===== config.mk =====
export PLATFORM = sky130hd
export DESIGN_NAME = if_stage
export DESIGN_NICKNAME = d
export VERILOG_FILES = /design/src/rtl/if_stage_pkg.sv /design/src/rtl/if_stage_if_id_reg.sv /design/src/rtl/if_stage.sv
export SDC_FILE = /design/constraint.sdc
export NUM_CORES = 1
export LEC_CHECK = 0
export ABC_CLOCK_PERIOD_IN_PS = 6000
export BUFFER_PORTS_ARGS = -buffer_cell sky130_fd_sc_hd__buf_4
export CORE_MARGIN = 10
export CORE_UTILIZATION = 53
export CTS_CLUSTER_SIZE = 16
export DETAILED_ROUTE_END_ITERATION = 10
export HOLD_SLACK_MARGIN = 0.02
export PLACE_DENSITY = 0.95
export SLEW_MARGIN = 20
export SYNTH_ARGS = -nofsm -noshare
export SYNTH_HDL_FRONTEND = slang
export SYNTH_SLANG_ARGS = --single-unit
export TNS_END_PERCENT = 5

===== constraint.sdc =====
create_clock -name clk -period 6 [get_ports clk]
set_clock_uncertainty 0.15 [all_clocks]
set_input_delay 0.6 -clock clk [delete_from_list [all_inputs] [get_ports clk]]
set_output_delay 0.6 -clock clk [all_outputs]
set_load 0.01 [all_outputs]

===== src/rtl/if_stage_pkg.sv =====
// Shared types and constants for the instruction-fetch stage.
package if_stage_pkg;

  localparam int unsigned INST_W     = 32;
  localparam int unsigned IMEM_DEPTH = 1024;

  // MIPS sll $0,$0,0
  localparam logic [INST_W-1:0] NOP_INST = 32'h0000_0000;

  typedef enum logic {
    RUN  = 1'b0,
    HALT = 1'b1
  } fetch_state_t;

endpackage


===== src/rtl/if_stage_if_id_reg.sv =====
// IF/ID pipeline register: reset > squash > hold > capture.
module if_id_reg #(
  parameter logic [31:0] NOP_INST = if_stage_pkg::NOP_INST
) (
  input  logic        clk,
  input  logic        reset,
  input  logic        squash,
  input  logic        hold,
  input  logic [31:0] inst,
  input  logic [31:0] pc,
  input  logic [31:0] pc_plus4,
  output logic [31:0] id_inst,
  output logic [31:0] id_pc,
  output logic [31:0] id_pc_plus4,
  output logic        id_valid
);

  // Register update with fixed priority; a squash still records the fetch PC.
  always_ff @(posedge clk) begin
    if (reset) begin
      id_inst     <= NOP_INST;
      id_pc       <= 32'h0000_0000;
      id_pc_plus4 <= 32'h0000_0000;
      id_valid    <= 1'b0;
    end else if (squash) begin
      id_inst     <= NOP_INST;
      id_pc       <= pc;
      id_pc_plus4 <= pc_plus4;
      id_valid    <= 1'b0;
    end else if (!hold) begin
      id_inst     <= inst;
      id_pc       <= pc;
      id_pc_plus4 <= pc_plus4;
      id_valid    <= 1'b1;
    end
  end

endmodule


===== src/rtl/if_stage.sv =====
// Instruction-fetch stage: PC, fetch FSM and IF/ID register.
// Optional misaligned-redirect fault halt: define IF_ALIGN_CHECK_EN.
module if_stage #(
  parameter logic [31:0] RESET_PC = 32'h0000_0000,
  parameter logic [31:0] NOP_INST = if_stage_pkg::NOP_INST
) (
  input  logic        clk,
  input  logic        reset,
  input  logic        stall,
  input  logic        flush,
  input  logic        redirect,
  input  logic [31:0] redirect_target,
  output logic [31:0] imem_addr,
  input  logic [31:0] imem_inst,
  output logic [31:0] id_inst,
  output logic [31:0] id_pc,
  output logic [31:0] id_pc_plus4,
  output logic        id_valid,
  output logic        fetch_halted
);

  import if_stage_pkg::*;

  logic [31:0]  pc;
  logic [31:0]  pc_next;
  logic [31:0]  pc_plus4;
  logic         squash;
  logic         hold;
  fetch_state_t state;
  fetch_state_t state_next;

  assign pc_plus4  = pc + 32'd4;
  assign imem_addr = pc;

  // State and PC registers.
  always_ff @(posedge clk) begin
    if (reset) begin
      state <= RUN;
      pc    <= RESET_PC;
    end else begin
      state <= state_next;
      pc    <= pc_next;
    end
  end

  // Next-state, next-PC and IF/ID control.
  always_comb begin
    state_next = state;
    pc_next    = pc_plus4;
    squash     = flush;
    hold       = stall;
    if (state == HALT) begin
      pc_next = pc;
      squash  = 1'b1;
    end else if (redirect) begin
      squash  = 1'b1;
`ifdef IF_ALIGN_CHECK_EN
      if (redirect_target[1:0] != 2'b00) begin
        state_next = HALT;
        pc_next    = pc;
      end else begin
        pc_next = redirect_target;
      end
`else
      pc_next = redirect_target & ~32'd3;
`endif
    end else if (stall) begin
      pc_next = pc;
    end
  end

`ifdef IF_ALIGN_CHECK_EN
  assign fetch_halted = (state == HALT);
`else
  assign fetch_halted = 1'b0;
`endif

  if_id_reg #(
    .NOP_INST(NOP_INST)
  ) u_if_id_reg (
    .clk        (clk),
    .reset      (reset),
    .squash     (squash),
    .hold       (hold),
    .inst       (imem_inst),
    .pc         (pc),
    .pc_plus4   (pc_plus4),
    .id_inst    (id_inst),
    .id_pc      (id_pc),
    .id_pc_plus4(id_pc_plus4),
    .id_valid   (id_valid)
  );

endmodule


Yosys cells after proc, flatten, opt, wreduce, memory -nomap -nowiden

Index checks and enable logic that the tools add are counted.

Order comparisons: 0
Divide/modulo/power cells: 0
Reductions and logical operators: 1
Bitwise logic cells: 0
Mux-type cells: 6
Multipliers: 0
Shift operators: 0
Equal/unequal tests: 2
Add/sub/neg operators: 1

Operator list:

| kind                    | count |
|---|---|
| $mux W32                | 5 |
| $add A32 B3 Y32 const B | 1 |
| $ne A2 B1 Y1 const B    | 2 |
| $reduce_or A2 Y1        | 1 |
| $mux W1                 | 1 |

Memory bits (writable): 0
Memories: 0
Word-level logic and storage cells: 15
Bits in latches: 0
Flip-flop bits (word level): 129
ROM bits: 0

Longest topological paths before layout

Gate-level depths: netlist (run 1).

Word-level depth: 3
Mapped depth: 7

Cells and area by module

Synthesis (run 1) repeated with hierarchy kept, for this count alone.

Cell total of the unflattened synthesis: 703
Area, all modules: 6662.6 um2

Modules (own cells, without submodules):

| module    | seq. area each (um2) | times used | cells each | area each (um2) |
|---|---|---|---|---|
| if_id_reg | 1941.9               | 1          | 400        | 4384.2 |
| if_stage  | 600.6                | 1          | 303        | 2278.4 |

Least setup slack after synthesis (run 1)

Ideal clock, no wire load.

Path kind: reg-to-reg
Start point: register pc[11] (netlist: imem_addr[11])
End point: register pc[23] (netlist: imem_addr[23])
Clock period less this slack: 2.319 ns
Path buffers: 1
Required time: 5.735 ns
Library setup time: 0.115 ns
Stages on the path, launching flop included: 7
Path slack: 3.681 ns
Arrival: 2.055 ns
Cell sequence: dfxtp_1 buf_2 nand4_4 or4_4 or4b_1 xnor2_1 o21a_1

Cells in the longest elaborated chain, start to end: 3

RTL lines:

| item                   | RTL line       | text |
|---|---|---|
| start, declared        | if_stage.sv:24 | `logic [31:0] pc;` |
| start signal, assigned | if_stage.sv:42 | `pc <= pc_next;` |
| $add A32 B3 Y32        | if_stage.sv:32 | `assign pc_plus4 = pc + 32'd4;` |
| $mux W32               | if_stage.sv:67 | `end else if (stall) begin` |
| $mux W32               | if_stage.sv:55 | `end else if (redirect) begin` |

No other way between the ends. The select of a mux whose other input is x is not followed.
A chain may end at the register's enable or synchronous reset.

Worst setup path in the final report (run 1)

Ends and elaborated chain as after synthesis.

==> results of run 1 <==
-- sequential cells by signal, summed over array words and instances (netlist names) --
name	cells
imem_addr	30
u_if_id_reg.id_inst	32
u_if_id_reg.id_pc	30
u_if_id_reg.id_pc_plus4	30
u_if_id_reg.id_valid	1
-- area by class of cell --
type	count	share of cell area, %
Multi-Input combinational cell	453	36.74
Sequential cell	123	33.28
Timing Repair Buffer	191	19.38
Clock buffer	22	6.256
Tap cell	133	2.249
Clock inverter	8	1.589
Inverter	10	0.5073
-- per-layer routing --
metal	wire [microns]	share of wire, %	GRT usage (%)
met2	8210	48	37.92
met1	6438	38	24.69
met3	2139	12	10.80
met4	373	2.2	7.973
met5	0	0	0
-- through the flow --
| stage | setup slack (ps) | util [%] | power (mW) | cells | hold slack, ps |
|---|---|---|---|---|---|
| final | 3334 | 74.67 | 2.151 | 940 | 170.3 |
| after global routing | 3220 | 74.67 | 2.232 | 940 | 155.6 |
| after CTS | 3375 | 74.66 | 2.160 | 940 | 158.4 |
| after detailed placement | 3152 | 68.80 | 1.167 | 910 | 291.7 |
| after global placement | 3276 | 68.80 | 1.157 | 910 | 284.4 |
| after floorplan | 3681 | - | 1.042 | 647 | 319.6 |
-- synthesized netlist by cell type (all sizes together) (6+ instances only) --
library cell	number	area [sq um]
xor2	18	157.7
inv	9	33.78
a211oi	44	340.3
nand4	12	90.09
nor4	6	71.32
nor2	106	397.9
xnor2	33	289.0
nand2	81	304.0
buf	20	113.9
nor3	17	105.1
dfxtp	123	2462
mux2i	35	350.3
nand3	15	80.08
clkbuf	41	155.1
a21oi	40	200.2
-- where the power goes --
| group | internal, mW | switching (mW) | total, mW |
|---|---|---|---|
| Clock | 0.658 | 0.341 | 0.999 |
| Sequential | 0.859 | 0.0525 | 0.911 |
| Combinational | 0.122 | 0.119 | 0.241 |
| Total | 1.64 | 0.513 | 2.15 |
-- worst max-delay path by stage --
stage                      endpoint  slack (ps)
2_1_floorplan         imem_addr[23]        3680
3_3_place_gp   u_if_id_reg.id_pc[2]        3280
3_5_place_dp   u_if_id_reg.id_pc[2]        3150
4_1_cts               imem_addr[24]        3380
5_1_grt               imem_addr[24]        3220
6_report              imem_addr[23]        3330
-- kinds of logic (layout without fill, tap and decap cells) --
kind of cell	count (synthesis)	count (layout)	synth area share [%]
adders and majority gates	1	1	0.2291
AOI/OAI and AO/OA	97	97	11.57
other	1	7	0.06866
xor gates and xnor gates	51	51	8.179
DFF	123	123	45.09
buffers and inverters	71	231	5.613
muxes	35	35	6.415
and+or+nand+nor	262	262	22.84
-- critical path: stages, from the launching register on --
cell and delay [ps]:
dfxtp_1 590, nand4_4 250, or4_4 690, or4b_1 540, xnor2_1 160, o21a_1 180
==> results.toml, run 1 <==
[run_status]
status = "finished clean"

[final_layout]
fin_area_sq_um = 7400
mostFrequentLayoutCell = "buf_4"
antenna_cells = 0
nNetsFinal = 866
final_layout_size_suffix_gt1_share_pct = 29.37
multiInputGateArea_sq_um = 2719
area_delta_synth_final_pct = 35.49
fillers = 701
final_cell_mix = "buf_4, dfxtp_1, nor2_1"
register_area_sq_um = 2462

[timing]
fmaxAchievable_mhz = 375.2
finalHoldViolCount = 0
fin_crit_sh_pct = 44.43
final-setup-viol-count = 0
rsz0062_at_grt = "no"
fin_setup_tns_ps = 0
worst_slew_pin_slew_ps = 1078
slew_viol_final = 0
max_slew_margin_pct = 28.13
fin_crit_ps = 2666

[cts]
cts_resized = 0
post_cts_buffers = 0
numCtsBuffers = 17
cts_root_buffer = "clkbuf_8"
clock_path_buffers = 2
cts.clk_slew.worst_paths_ps = 60
cts_sinks = 123
insertion_delay_ps = 510
cts_hold_buf = 0
htreeDepth = 4
cts_tree = "yes"

[global_routing]
grt_pass1_vias = 5238
grt_pass1_wl_mm = 27.03
grt_max_degree = 93
grt_util_all_layers_pct = 22.69
grt-ovfl-total = 0
antenna_found_initial = 0

[detailed_routing]
drc = 0
drt_iter0_markers = 450
vias_per_cell = 5.580
ant_nets = 0
firstDrtPassIters = 5
wl_per_cell_microns = 18.26
num_vias = 5245
routed_wl_mm = 17.16

[floorplan]
num_rows = 36
core-area_sq_um = 9910
die-width_microns = 121.5
ios = 199
die_h_microns = 121.5
start_util_pct = 55.11
dieArea_sq_um = 14760

[placement]
gp_congestion = 0.8365
io_buffers = 189
place_area_sq_um = 6818
hpwl_mm = 12.32

[setup_path]
critPathCaptureType = "flop"
rr_startpoint = "imem_addr[11]"
r2r-end = "imem_addr[23]"
cp_max_fo = 13
path_class = "flop to flop"
crit_arrival_ps = 2920
cp-startpoint = "imem_addr[11]"
rrSetupSlack_ps = 3330
critPathLaunchType = "flop"
r2r_cells = 5
cp.required_ps = 6250

[min_path]
hold_class = "input pin to flop"
min_path_cells = 3
hold_end = "u_if_id_reg.id_inst[0]"
holdCritStartpoint = "imem_inst[0]"

[power]
powerDensity_nw_per_um2 = 290.6
vdd_ir_drop_max_v = 0.0002634
p_leak_nw = 3.127

[logic_synthesis]
yosys_warnings = 0
ys_ff_latch = 123
syn_area_sq_um = 5461
synth-seq-area-share_pct = 45.09
postSynthAreaPerCell_sq_um = 8.520
syn_inst = 641
yosysUniqueCellTypes = 47
synth_flop_cell = "dfxtp_1"
async_reset_ff_share_pct = 0
synth_edf_count = 0

[run]
drv_cap = 0
(Power assumes the default switching activity.)
==> run 2: changes to the inputs <==
- ABC_AREA: unset -> 1
- ABC_CLOCK_PERIOD_IN_PS: 6000 -> 2150
- CORE_UTILIZATION: 53 -> 45
- PLACE_DENSITY: 0.95 -> 0.86
- clock period: 6 -> 2.15 ns (I/O delays scaled with it)
==> results.toml, run 2 <==
[run_status]
status = "finished clean"

[global_routing]
antenna_found_initial = 0
grt_pass1_vias = 5839
grt-ovfl-total = 0
grt_max_degree = 34
grt_pass1_wl_mm = 29.57
grt_util_all_layers_pct = 22.06

[logic_synthesis]
yosys_warnings = 0
async_reset_ff_share_pct = 0
ys_ff_latch = 123
synth_flop_cell = "dfxtp_1"
syn_inst = 766
netlist.area_leader.share_pct = 44.36
yosys-top-cells-area = "dfxtp_1, nand2_1, a21oi_1"
postSynthAreaPerCell_sq_um = 7.246
synth_edf_count = 0
yosys.cell_count.top_type = "nand2_1"
yosysTopAreaCell = "dfxtp_1"
yosysUniqueCellTypes = 29
synth-seq-area-share_pct = 44.36
synth_common_cells = "nand2_1, dfxtp_1, inv_1, a21oi_1, o21ai_0"
syn_area_sq_um = 5550

[final_layout]
largest_reg_flops = 32
fillers = 906
final_cell_mix = "nand2_1, buf_4, dfxtp_1"
multiInputGateArea_sq_um = 2534
area_delta_synth_final_pct = 49.14
final_layout_size_suffix_gt1_share_pct = 26.36
nNetsFinal = 1067
register_area_sq_um = 2462
top_register = "u_if_id_reg.id_inst"
fin_area_sq_um = 8278

[timing]
whs_ps = 34.75
fin_crit_sh_pct = 86.52
fmaxAchievable_mhz = 537.6
rsz0062_at_grt = "no"
finalHoldViolCount = 0
fin_setup_tns_ps = 0
final-setup-viol-count = 0
fin_crit_ps = 1860
slew_viol_final = 0

[cts]
cts_root_buffer = "clkbuf_16"
cts_resized = 0
cts_tree = "yes"
cts_sinks = 123
htreeDepth = 4
clock_path_buffers = 2
insertion_delay_ps = 410
post_cts_buffers = 0
cts.clk_slew.worst_paths_ps = 60
numCtsBuffers = 17

[power]
powerDensity_nw_per_um2 = 796.2
p_leak_nw = 3.993
finalPower_mw = 6.591
vdd_ir_drop_max_v = 0.0004506

[detailed_routing]
routed_wl_mm = 19.31
num_vias = 5880
firstDrtPassIters = 5
drc = 0
drt_iter0_markers = 514
wl_per_cell_microns = 16.39
vias_per_cell = 4.992
ant_nets = 0

[setup_path]
cp_max_fo = 5
rr_startpoint = "imem_addr[3]"
crit_arrival_ps = 2020
critPathLaunchType = "flop"
r2r_cells = 10
max_stage_delay_ps = 390
crit_slowest_cell = "dfxtp_1"
cp_top_family = "simple AND/OR/NAND/NOR gates"
critPathCaptureType = "flop"
cp_num_buf_inv = 1
cp.required_ps = 2310
path_class = "flop to flop"
rrSetupSlack_ps = 290
worstPathCellList = "ha_1 > nand2_2 > nor2_4 > nand2_2 > nor2_4 > nand2_1 > nand2_1 > nand2_1 > o21bai_1 > inv_1"
path_common_cell = "nand2_1"
r2r-end = "u_if_id_reg.id_pc_plus4[24]"

[min_path]
holdCritStartpoint = "redirect_target[22]"
min_path_cells = 5
hold_class = "input pin to flop"
hold_end = "imem_addr[22]"

[floorplan]
num_rows = 40
die_h_microns = 131.1
core-area_sq_um = 12060
ios = 199
start_util_pct = 46.02
die-width_microns = 131.1
dieArea_sq_um = 17180

[placement]
place_area_sq_um = 7136
gp_congestion = 0.9339
io_buffers = 189
hpwl_mm = 13.30

[run]
drv_cap = 0
==> run 2: cell types whose count changed in the layout (fill, tap and decap cells not counted), moves of 42 or more <==
cell / previous run / this run
nand2_1: 80 / 204
inv_1: 9 / 85
o21ai_0: 5 / 78
nor2_1: 106 / 50
dlygate4sd3_1: 0 / 46
a211oi_1: 42 / 0
==> run 2: metal layers <==
layer / up-vias / global-route usage [%] / part of all wire [%]
met1: 2689 / 23.31 / 38
met5: - / 0 / 0
met3: 60 / 7.924 / 9.0
met4: 0 / 10.53 / 4.2
li1: 2870 / - / -
met2: 261 / 38.35 / 49
==> run 2: kinds of logic (layout without fill, tap and decap cells) <==
| group | Yosys count | after routing | share of synthesized area (%) |
|---|---|---|---|
| AOI/OAI and AO/OA | 191 | 191 | 18.46 |
| buffers and inverters | 135 | 372 | 10.44 |
| adders and majority gates | 1 | 1 | 0.2254 |
| xor gates and xnor gates | 15 | 15 | 2.908 |
| other | 1 | 8 | 0.06756 |
| and+or+nand+nor | 300 | 300 | 23.53 |
| DFF | 123 | 123 | 44.36 |
==> run 2: how the worst max path moves through the flow <==
stage,from,endpoint,slack [ps],cells after the start
floorplan,imem_addr[3],u_if_id_reg.id_pc_plus4[22],460,10
global route,imem_addr[2],u_if_id_reg.id_pc_plus4[22],150,10
finish,imem_addr[3],u_if_id_reg.id_pc_plus4[24],290,10
detailed placement,imem_addr[2],u_if_id_reg.id_pc_plus4[24],300,10
CTS,imem_addr[3],u_if_id_reg.id_pc_plus4[24],300,10
global placement,imem_addr[2],u_if_id_reg.id_pc_plus4[24],370,10
==> run 2: power breakdown <==
part	total (mW)	switching, mW	internal [mW]
sequential	2.48	0.0885	2.39
combinational	0.808	0.415	0.393
clock	3.30	1.09	2.21
total	6.59	1.59	5.00
==> run 2: stage by stage <==
| step | util, % | setup WS [ps] | instances |
|---|---|---|---|
| 2_1_floorplan | - | 463.9 | 772 |
| 3_3_place_gp | 59.16 | 374.2 | 1100 |
| 3_5_place_dp | 59.16 | 303.5 | 1100 |
| 4_1_cts | 68.61 | 300.4 | 1177 |
| 5_1_grt | 68.61 | 153.1 | 1177 |
| 6_report | 68.63 | 289.8 | 1178 |
==> run 2: tightest hold or removal path, cell delays in order <==
cell and delay (ps):
buf_4 100, nand2_1 50, o21ai_0 70, inv_1 50, a21oi_1 60
==> run 2: final cells by class <==
class	instances	share of cell area [%]
repair buffers	253	24.79
well taps	168	2.539
diodes	1	0.03023
clock buffers	18	5.305
clock inverters	13	2.902
flip-flops and latches	123	29.75
inverters	88	4.081
multi-input cells	514	30.61
==> run 2: timing repair <==
item,in CTS,in global routing
hold endpoints to repair,46,0
hold buffers,46,0
endpoints found under the setup margin,0,0
